<file path="src/rtl/cr16_pkg.sv">
// Shared encodings for the CR16 sequencer: ALU opcodes, instruction fields, Bcond codes, flag indices, FSM states.
// CR16_ILLEGAL_TRAP_EN adds the S_HALT state used by the illegal-instruction trap.
package cr16_pkg;

    localparam logic [3:0] ALU_AND = 4'b0001;
    localparam logic [3:0] ALU_OR  = 4'b0010;
    localparam logic [3:0] ALU_XOR = 4'b0011;
    localparam logic [3:0] ALU_ADD = 4'b0101;
    localparam logic [3:0] ALU_SUB = 4'b1001;
    localparam logic [3:0] ALU_CMP = 4'b1011;
    localparam logic [3:0] ALU_MOV = 4'b1101;

    localparam logic [3:0] OP_RR    = 4'b0000;
    localparam logic [3:0] OP_ANDI  = 4'b0001;
    localparam logic [3:0] OP_ORI   = 4'b0010;
    localparam logic [3:0] OP_XORI  = 4'b0011;
    localparam logic [3:0] OP_ADDI  = 4'b0101;
    localparam logic [3:0] OP_SUBI  = 4'b1001;
    localparam logic [3:0] OP_CMPI  = 4'b1011;
    localparam logic [3:0] OP_BCOND = 4'b1100;
    localparam logic [3:0] OP_MOVI  = 4'b1101;
    localparam logic [3:0] OP_LUI   = 4'b1111;

    localparam logic [3:0] BC_EQ = 4'b0000;
    localparam logic [3:0] BC_NE = 4'b0001;
    localparam logic [3:0] BC_CS = 4'b0010;
    localparam logic [3:0] BC_CC = 4'b0011;
    localparam logic [3:0] BC_HI = 4'b0100;
    localparam logic [3:0] BC_LS = 4'b0101;
    localparam logic [3:0] BC_GT = 4'b0110;
    localparam logic [3:0] BC_LE = 4'b0111;
    localparam logic [3:0] BC_FS = 4'b1010;
    localparam logic [3:0] BC_FC = 4'b1011;
    localparam logic [3:0] BC_LO = 4'b1100;
    localparam logic [3:0] BC_HS = 4'b1101;
    localparam logic [3:0] BC_UC = 4'b1110;

    localparam int FLAG_C = 0;
    localparam int FLAG_L = 1;
    localparam int FLAG_F = 2;
    localparam int FLAG_Z = 3;
    localparam int FLAG_N = 4;

    typedef enum logic [1:0] {
        S_FETCH   = 2'd0,
        S_DECODE  = 2'd1,
        S_EXECUTE = 2'd2
`ifdef CR16_ILLEGAL_TRAP_EN
        , S_HALT  = 2'd3
`endif
    } state_t;

    function automatic logic [15:0] sext8(input logic [7:0] v);
        return {{8{v[7]}}, v};
    endfunction

endpackage

</file>
<file path="src/rtl/cr16_decoder.sv">
// Combinational instruction decoder: IR to ALU op, register selects, immediate and instruction class.
module cr16_decoder
    import cr16_pkg::*;
(
    input  logic [15:0] i_ir,
    output logic [3:0]  o_alu_op,
    output logic [3:0]  o_rdest,
    output logic [3:0]  o_rsrc,
    output logic        o_imm_sel,
    output logic [15:0] o_imm,
    output logic        o_write,
    output logic        o_is_alu,
    output logic        o_is_branch,
    output logic        o_illegal
);

    // Field extraction per instruction format; undefined encodings leave everything inactive
    always_comb begin
        o_alu_op    = 4'b0000;
        o_rdest     = 4'b0000;
        o_rsrc      = 4'b0000;
        o_imm_sel   = 1'b0;
        o_imm       = 16'h0000;
        o_write     = 1'b0;
        o_is_alu    = 1'b0;
        o_is_branch = 1'b0;
        o_illegal   = 1'b0;
        case (i_ir[15:12])
            OP_RR: begin
                case (i_ir[7:4])
                    ALU_ADD, ALU_SUB, ALU_CMP, ALU_AND, ALU_OR, ALU_XOR, ALU_MOV: begin
                        o_alu_op = i_ir[7:4];
                        o_rdest  = i_ir[11:8];
                        o_rsrc   = i_ir[3:0];
                        o_is_alu = 1'b1;
                        o_write  = (i_ir[7:4] != ALU_CMP);
                    end
                    default: o_illegal = 1'b1;
                endcase
            end
            OP_ADDI, OP_SUBI, OP_CMPI: begin
                o_alu_op  = i_ir[15:12];
                o_rdest   = i_ir[11:8];
                o_imm_sel = 1'b1;
                o_imm     = sext8(i_ir[7:0]);
                o_is_alu  = 1'b1;
                o_write   = (i_ir[15:12] != OP_CMPI);
            end
            OP_ANDI, OP_ORI, OP_XORI, OP_MOVI: begin
                o_alu_op  = i_ir[15:12];
                o_rdest   = i_ir[11:8];
                o_imm_sel = 1'b1;
                o_imm     = {8'h00, i_ir[7:0]};
                o_is_alu  = 1'b1;
                o_write   = 1'b1;
            end
            OP_LUI: begin
                o_alu_op  = ALU_MOV;
                o_rdest   = i_ir[11:8];
                o_imm_sel = 1'b1;
                o_imm     = {i_ir[7:0], 8'h00};
                o_is_alu  = 1'b1;
                o_write   = 1'b1;
            end
            OP_BCOND: o_is_branch = 1'b1;
            default:  o_illegal   = 1'b1;
        endcase
    end

endmodule

</file>
<file path="src/rtl/cr16_controller.sv">
// CR16 fetch/decode/execute sequencer owning the PC and evaluating Bcond against datapath flags.
// CR16_ILLEGAL_TRAP_EN: undefined encodings halt the sequencer instead of executing as NOP.
module cr16_controller #(
    parameter logic [15:0] P_RESET_PC = 16'h0000
) (
    input  logic        I_CLK,
    input  logic        I_RESET,
    input  logic        I_ENABLE,
    output logic        O_FETCH_REQ,
    output logic [15:0] O_PC,
    input  logic        I_INSTR_VALID,
    input  logic [15:0] I_INSTR,
    input  logic [4:0]  I_STATUS_FLAGS,
    output logic        O_DP_ENABLE,
    output logic [15:0] O_REG_WRITE_ENABLE,
    output logic [3:0]  O_REG_A_SELECT,
    output logic [3:0]  O_REG_B_SELECT,
    output logic        O_IMMEDIATE_SELECT,
    output logic [15:0] O_IMMEDIATE,
    output logic [3:0]  O_OPCODE,
    output logic        O_ILLEGAL
);
    import cr16_pkg::*;

    state_t      r_state;
    state_t      w_next_state;
    logic [15:0] r_pc;
    logic [15:0] r_ir;
    logic [3:0]  r_opcode;
    logic [3:0]  r_rega;
    logic [3:0]  r_regb;
    logic        r_imm_sel;
    logic [15:0] r_imm;
    logic [15:0] r_we;
    logic        r_dp_en;
    logic        r_take;

    logic [3:0]  w_alu_op;
    logic [3:0]  w_rdest;
    logic [3:0]  w_rsrc;
    logic        w_imm_sel;
    logic [15:0] w_imm;
    logic        w_write;
    logic        w_is_alu;
    logic        w_is_branch;
    logic        w_illegal;
    logic        w_cond_true;

    cr16_decoder u_decoder (
        .i_ir        (r_ir),
        .o_alu_op    (w_alu_op),
        .o_rdest     (w_rdest),
        .o_rsrc      (w_rsrc),
        .o_imm_sel   (w_imm_sel),
        .o_imm       (w_imm),
        .o_write     (w_write),
        .o_is_alu    (w_is_alu),
        .o_is_branch (w_is_branch),
        .o_illegal   (w_illegal)
    );

    // Branch condition from the registered datapath flags
    always_comb begin
        w_cond_true = 1'b0;
        case (r_ir[11:8])
            BC_EQ:   w_cond_true =  I_STATUS_FLAGS[FLAG_Z];
            BC_NE:   w_cond_true = ~I_STATUS_FLAGS[FLAG_Z];
            BC_CS:   w_cond_true =  I_STATUS_FLAGS[FLAG_C];
            BC_CC:   w_cond_true = ~I_STATUS_FLAGS[FLAG_C];
            BC_HI:   w_cond_true =  I_STATUS_FLAGS[FLAG_L];
            BC_LS:   w_cond_true = ~I_STATUS_FLAGS[FLAG_L];
            BC_GT:   w_cond_true =  I_STATUS_FLAGS[FLAG_N];
            BC_LE:   w_cond_true = ~I_STATUS_FLAGS[FLAG_N];
            BC_FS:   w_cond_true =  I_STATUS_FLAGS[FLAG_F];
            BC_FC:   w_cond_true = ~I_STATUS_FLAGS[FLAG_F];
            BC_LO:   w_cond_true = ~I_STATUS_FLAGS[FLAG_L] & ~I_STATUS_FLAGS[FLAG_Z];
            BC_HS:   w_cond_true =  I_STATUS_FLAGS[FLAG_L] |  I_STATUS_FLAGS[FLAG_Z];
            BC_UC:   w_cond_true = 1'b1;
            default: w_cond_true = 1'b0;
        endcase
    end

    // FSM state register; I_ENABLE low freezes the sequencer
    always_ff @(posedge I_CLK or posedge I_RESET) begin
        if (I_RESET) begin
            r_state <= S_FETCH;
        end else if (I_ENABLE) begin
            r_state <= w_next_state;
        end else begin
            r_state <= r_state;
        end
    end

    // FSM next-state logic
    always_comb begin
        w_next_state = r_state;
        case (r_state)
            S_FETCH: begin
                if (I_INSTR_VALID) begin
                    w_next_state = S_DECODE;
                end else begin
                    w_next_state = S_FETCH;
                end
            end
`ifdef CR16_ILLEGAL_TRAP_EN
            S_DECODE: begin
                if (w_illegal) begin
                    w_next_state = S_HALT;
                end else begin
                    w_next_state = S_EXECUTE;
                end
            end
            S_HALT:    w_next_state = S_HALT;
`else
            S_DECODE:  w_next_state = S_EXECUTE;
`endif
            S_EXECUTE: w_next_state = S_FETCH;
            default:   w_next_state = S_FETCH;
        endcase
    end

    // PC, instruction register and registered control fields
    always_ff @(posedge I_CLK or posedge I_RESET) begin
        if (I_RESET) begin
            r_pc      <= P_RESET_PC;
            r_ir      <= 16'h0000;
            r_opcode  <= 4'b0000;
            r_rega    <= 4'b0000;
            r_regb    <= 4'b0000;
            r_imm_sel <= 1'b0;
            r_imm     <= 16'h0000;
            r_we      <= 16'h0000;
            r_dp_en   <= 1'b0;
            r_take    <= 1'b0;
        end else if (I_ENABLE) begin
            case (r_state)
                S_FETCH: begin
                    if (I_INSTR_VALID) begin
                        r_ir <= I_INSTR;
                    end else begin
                        r_ir <= r_ir;
                    end
                end
                S_DECODE: begin
                    r_opcode  <= w_alu_op;
                    r_rega    <= w_rsrc;
                    r_regb    <= w_rdest;
                    r_imm_sel <= w_imm_sel;
                    r_imm     <= w_imm;
                    r_we      <= (w_write & ~w_illegal) ? (16'h0001 << w_rdest) : 16'h0000;
                    r_dp_en   <= w_is_alu & ~w_illegal;
                    r_take    <= w_is_branch & w_cond_true;
                end
                S_EXECUTE: begin
                    r_pc    <= r_take ? (r_pc + sext8(r_ir[7:0])) : (r_pc + 16'h0001);
                    r_we    <= 16'h0000;
                    r_dp_en <= 1'b0;
                    r_take  <= 1'b0;
                end
                default: begin
                    r_pc <= r_pc;
                end
            endcase
        end else begin
            r_pc <= r_pc;
        end
    end

`ifdef CR16_ILLEGAL_TRAP_EN
    logic r_illegal;

    // Sticky trap indication; only reset clears it
    always_ff @(posedge I_CLK or posedge I_RESET) begin
        if (I_RESET) begin
            r_illegal <= 1'b0;
        end else if (I_ENABLE && (r_state == S_DECODE)) begin
            r_illegal <= w_illegal;
        end else begin
            r_illegal <= r_illegal;
        end
    end

    assign O_ILLEGAL = r_illegal;
`else
    assign O_ILLEGAL = 1'b0;
`endif

    // Request and enables are suppressed while frozen so no grant or write is lost
    assign O_FETCH_REQ        = (r_state == S_FETCH) & I_ENABLE & ~I_RESET;
    assign O_PC               = r_pc;
    assign O_DP_ENABLE        = r_dp_en & I_ENABLE;
    assign O_REG_WRITE_ENABLE = I_ENABLE ? r_we : 16'h0000;
    assign O_REG_A_SELECT     = r_rega;
    assign O_REG_B_SELECT     = r_regb;
    assign O_IMMEDIATE_SELECT = r_imm_sel;
    assign O_IMMEDIATE        = r_imm;
    assign O_OPCODE           = r_opcode;

endmodule
</file>
<file path="config.mk">
export PLATFORM = sky130hd
export DESIGN_NAME = cr16_controller
export DESIGN_NICKNAME = d
export VERILOG_FILES = /design/src/rtl/cr16_pkg.sv /design/src/rtl/cr16_decoder.sv /design/src/rtl/cr16_controller.sv
export SDC_FILE = /design/constraint.sdc
export NUM_CORES = 1
export LEC_CHECK = 0
export BUFFER_PORTS_ARGS = -buffer_cell sky130_fd_sc_hd__buf_2
export CAP_MARGIN = 25
export CELL_PAD_IN_SITES_DETAIL_PLACEMENT = 1
export CELL_PAD_IN_SITES_GLOBAL_PLACEMENT = 1
export CORE_MARGIN = 4
export CORE_UTILIZATION = 46
export DETAILED_ROUTE_END_ITERATION = 16
export GPL_ROUTABILITY_DRIVEN = 0
export PLACE_DENSITY = 0.9
export SYNTH_ARGS = -nofsm -noshare
export SYNTH_HDL_FRONTEND = slang
export SYNTH_HIERARCHICAL = 1
export SYNTH_SLANG_ARGS = --single-unit
</file>
<file path="constraint.sdc">
create_clock -name I_CLK -period 6.23 [get_ports I_CLK]
set_input_delay 0.9345 -clock I_CLK [delete_from_list [all_inputs] [get_ports I_CLK]]
set_output_delay 0.9345 -clock I_CLK [all_outputs]
set_load 0.01 [all_outputs]
</file>
## Word level (Yosys, flattened, before mapping)

Cells that the tools add are included.

- Shift operators: 1
- Equality and inequality tests: 32
- Div/mod/pow operators: 0
- Add/sub/neg operators: 2
- Mux-type cells: 24
- Reductions and logical operators: 15
- Bitwise logic cells: 15
- Multiply operators: 0
- Magnitude comparators: 0

Operators with widths:

| cell | number |
|---|---|
| $eq 4x4->1 const B | 13 |
| $mux 16 | 3 |
| $pmux 16 s3 | 1 |
| $pmux 16 s2 | 1 |
| $eq 4x2->1 const B | 6 |
| $eq 4x3->1 const B | 6 |
| $add 16x1->16 const B | 1 |
| $add 16x16->16 | 1 |
| $mux 4 | 4 |
| $shl 1x4->16 const A | 1 |
| $reduce_or 7->1 | 2 |
| $pmux 1 s13 | 1 |
| $eq 4x1->1 const B | 3 |
| $pmux 4 s3 | 1 |
| $reduce_or 9->1 | 1 |
| $logic_not 4->1 | 2 |
| $ne 4x4->1 const B | 2 |
| $pmux 1 s2 | 4 |
| $pmux 4 s2 | 1 |
| $reduce_or 8->1 | 1 |
| $and 1x1->1 | 7 |
| $not 1->1 | 7 |
| $mux 1 | 6 |
| $reduce_and 2->1 | 3 |
| other kinds (11) | 11 |

- Memory bits (read-only): 0
- Memories: 0
- Latch bits: 0
- Flip-flop bits (word level): 81
- Input port bits: 25
- Output and inout bits: 64
- RAM bits: 0

## Logic depth before layout (Yosys ltp)

- Word-level depth: 8
- Depth in mapped cells: 9

## Cells and area by module

The synthesis kept the hierarchy.

Modules (own cells, without submodules):

| module | times used | sequential area each (um^2) | cells each | area each (um^2) |
|---|---|---|---|---|
| cr16_controller | 1 | 2026.9 | 333 | 3876.2 |
| cr16_decoder | 1 | 0.0 | 64 | 455.4 |

## Worst setup path before layout

No wires, ideal clock.

- Path type: input -> output
- Start: input I_RESET
- End: output O_FETCH_REQ
- Arrival: 3.012 ns
- Path slack: 2.284 ns
- Stages on the path: 2
- Buffers on the path: 0
- Required time: 5.295 ns
- Path through: inv_1 > and3_1

- Cells in the longest elaborated chain, start to end: 2

Ends and longest elaborated chain:

| item | RTL line | text |
|---|---|---|
| start, declared | cr16_controller.sv:7 | `input logic I_RESET,` |
| $not 1->1 | cr16_controller.sv:189 | `assign O_FETCH_REQ = (r_state == S_FETCH) & I_ENABLE & ~I_RESET;` |
| $and 1x1->1 | cr16_controller.sv:189 |  |
| end, declared | cr16_controller.sv:9 | `output logic O_FETCH_REQ,` |

Every way passes these cells.

## Worst setup path after layout

- Start: register r_ir[0]
- End: register r_pc[14], in the netlist O_PC[14]

- Cells in the longest elaborated chain, start to end: 2

Ends and longest elaborated chain:

| item | RTL line | text |
|---|---|---|
| start, declared | cr16_controller.sv:28 | `logic [15:0] r_ir;` |
| start signal, assigned | cr16_controller.sv:141 | `r_ir <= r_ir;` |
| $add 16x16->16 | cr16_controller.sv:155 | `r_pc <= r_take ? (r_pc + sext8(r_ir[7:0])) : (r_pc + 16'h0001);` |
| $mux 16 | cr16_controller.sv:155 |  |
| end signal, assigned | cr16_controller.sv:155 |  |
| end signal, assigned | cr16_controller.sv:161 | `r_pc <= r_pc;` |
| end signal, assigned | cr16_controller.sv:165 | `r_pc <= r_pc;` |
| end, declared | cr16_controller.sv:27 | `logic [15:0] r_pc;` |

Every way passes these cells.
A chain may end at the register's enable or synchronous reset.

==> flow_summary.yaml <==
run_status:
  status: "finished clean"
layout:
  final_cell_mix: "buf_2 (87), dfrtp_1 (81), nand2_1 (46), mux2_2 (45), and2_1 (33)"
  seq_area_um2: 2027
  multi_input_area_um2: 2195
  final_nets: 520
  final_common_cell: "buf_2"
  fillCellCount: 1062
  area_growth_pct: 16.75
  diodes: 0
  drive_above_1_share_pct: 33.74
routing:
  first_pass_iters: 4
  drt_iter0_drc: 111
  drc: 0
  wl_per_cell_um: 18.64
  ant_nets: 0
  wl_um: 11190
  num_vias: 3377
  routed_via_density: 5.628
yosys:
  synth-xor-area-share_pct: 2.224
  synth.mux.area_fraction_pct: 14.79
  synth.area.top_cells: "dfrtp_1 (47%), mux2_2 (12%), and2_1 (4.8%)"
  synth_cells: 397
  synth_area_per_cell_um2: 10.91
  synth_top_cell_area_share_pct: 46.79
  synth_seq_area_share_pct: 46.79
  syn_nets: 433
  synth-edff-count: 0
  synth_top_family_by_area: "simple AND/OR/NAND/NOR gates"
  yosys.area.top_type: "dfrtp_1"
  yosys_warnings: 6
  synth_cell_types: 61
  synth_compound_area_share_pct: 14.21
  synthSimpleGateAreaFrac_pct: 16.00
  synthAdderAreaFrac_pct: 3.351
  syn_area_um2: 4332
  ys_async_sr_fraction_pct: 100.0
  synth_top_flop_cell: "dfrtp_1"
  ys_ff_latch: 81
clock_tree:
  max-clock-path-buffers: 2
  postCtsSetupBuffers: 0
  cts_tree: "yes"
  cts_hold_buf: 0
  numCtsBuffers: 9
  clkTransAtPathRegs_ns: 0.08
  cts_max_level: 3
  numClockSinks: 81
  cts_resized: 0
  clock-root-buffer: "clkbuf_8"
  clkLatencyLatePin_ns: 0.35
global_routing:
  grt_pass1_wl_um: 18600
  grt_max_degree: 82
  grt.total_usage_pct: 21.04
  grt-ovfl-total: 0
  antenna_found_initial: 0
  grt_pass1_vias: 3643
worst_hold_path:
  min_path_type: "register to register"
placement:
  io_buffer_count: 87
  dp_hpwl_um: 8104
timing:
  whs_ns: 0.4748
  max_clock_freq_mhz: 362.7
  fin_tns_setup_ns: 0
  relSlewSlack_pct: 38.29
  worst_clock_skew_ns: 0.008237
  hold_viol_final: 0
  slew_violations: 0
  fin_crit_sh_pct: 44.25
  min_period_ns: 2.757
  rsz0062_at_grt: "false"
  tightest_slew_ns: 0.9231
  finalSetupViolations: 0
critical_path:
  criticalPathCategory: "register to register"
  end_kind: "register"
  r2r-start: "r_ir[0]"
  crit_start: "r_ir[0]"
  timing.rr.end: "O_PC[14]"
  cp-endpoint: "O_PC[14]"
  rrSetupSlack_ns: 3.47
  critPathMaxFanout: 6
  critPathLaunchType: "register"
  worstRegToRegCells: 8
  worstPathRequired_ns: 6.46
  crit_arrival_ns: 2.99
power_and_ir_drop:
  p_per_area_nw_per_um2: 382.8
  vdd_ir_drop_max_mv: 0.2016
  p_leak_uw: 0.002617
floorplan:
  initial_core_util_pct: 47.10
  die_h_um: 105.0
  ios: 89
  num_rows: 35
  chipWidth_um: 105.0
  die_area_um2: 11030
  coreArea_um2: 9196
job:
  drv_cap: 0
power breakdown:
part / switching [uW] / leakage (uW) / internal [uW]
Combinational: 385 / 0.00148 / 340
Clock: 197 / 0.0000887 / 156
Sequential: 176 / 0.00105 / 681
Total: 758 / 0.00262 / 1180
how the worst min path moves through the flow:
| stage | from | cells after the start | end | slack [ns] |
|---|---|---|---|---|
| CTS | O_PC[15] | 1 | O_PC[15] | 0.48 |
| global route | O_PC[15] | 1 | O_PC[15] | 0.50 |
| finish | O_PC[15] | 1 | O_PC[15] | 0.47 |
| global placement | O_PC[15] | 1 | O_PC[15] | 0.46 |
| floorplan | r_we[10] | 2 | r_we[10] | 0.44 |
| detailed placement | r_we[9] | 2 | r_we[9] | 0.47 |
critical path, stage by stage (launching register included):
cell	delay [ns]
dfrtp_1	0.43
nand2b_1	0.16
ha_1	0.23
fa_1	0.46
a211oi_2	0.33
nor2_1	0.15
o41ai_4	0.44
a211oi_1	0.15
a211o_1	0.28
kinds of logic (layout without fill, tap and decap cells):
group | count (synthesis) | after routing
and+or+nand+nor | 128 | 128
adders and majority gates | 11 | 11
xor gates and xnor gates | 11 | 11
AOI/OAI and AO/OA | 83 | 83
muxes | 58 | 58
DFF | 81 | 81
other | 1 | 1
buffers and inverters | 24 | 116
per-stage QoR:
stage | power (uW) | area [um2] | cells | setup WS, ns | util [%]
finish | 1936 | 5057 | 600 | 3.473 | 54.99
global route | 2075 | 5057 | 600 | 3.359 | 54.99
CTS | 1949 | 5030 | 599 | 3.474 | 54.69
detailed placement | 1585 | 4850 | 583 | 3.506 | 52.73
global placement | 1538 | 4850 | 583 | 3.665 | 52.73
floorplan | 1312 | 4332 | 397 | 2.284 | -
cells in the mapped netlist (2+ instances only):
cell type	n
nor2_1	14
a32o_1	7
o21ai_0	27
nor3_1	5
nor2b_1	2
dfrtp_1	81
a21oi_1	7
inv_1	9
nand4b_1	2
or3b_1	2
nand2_1	46
o21ai_1	2
nand2b_1	4
and3_1	6
a21boi_1	4
a211o_1	3
a211oi_1	3
o31ai_1	2
a211oi_2	2
xnor2_1	5
buf_1	3
clkbuf_1	4
mux2i_1	12
xor2_1	6
mux2_2	45
buf_4	2
ha_1	10
nand4_1	4
a21o_1	9
o21bai_1	2
buf_2	4
and2_1	33
and4_1	2
state kept, by name, summed over array words and instances, names as in the netlist:
| signal | flops |
|---|---|
| r_take | 1 |
| O_REG_A_SELECT | 4 |
| r_we | 16 |
| O_IMMEDIATE_SELECT | 1 |
| r_dp_en | 1 |
| O_REG_B_SELECT | 4 |
| O_OPCODE | 4 |
| O_IMMEDIATE | 16 |
| O_PC | 16 |
| r_ir | 16 |
| r_state | 2 |
area by class of cell:
class	instances	area share [%]
repair buffers	90	9.451
flip-flops and latches	81	40.08
clock buffers	10	2.721
multi-input cells	292	43.39
well taps	111	2.746
clock inverters	6	0.8412
inverters	10	0.7669
per-layer routing:
metal	GRT usage [%]	routed length [um]	vias to the layer above
li1	-	-	1589
met2	37.63	5853	75
met5	0	0	-
met3	4.385	299	18
met1	25.30	4823	1695
met4	6.467	208	0
Power figures use the tool's default switching activity.
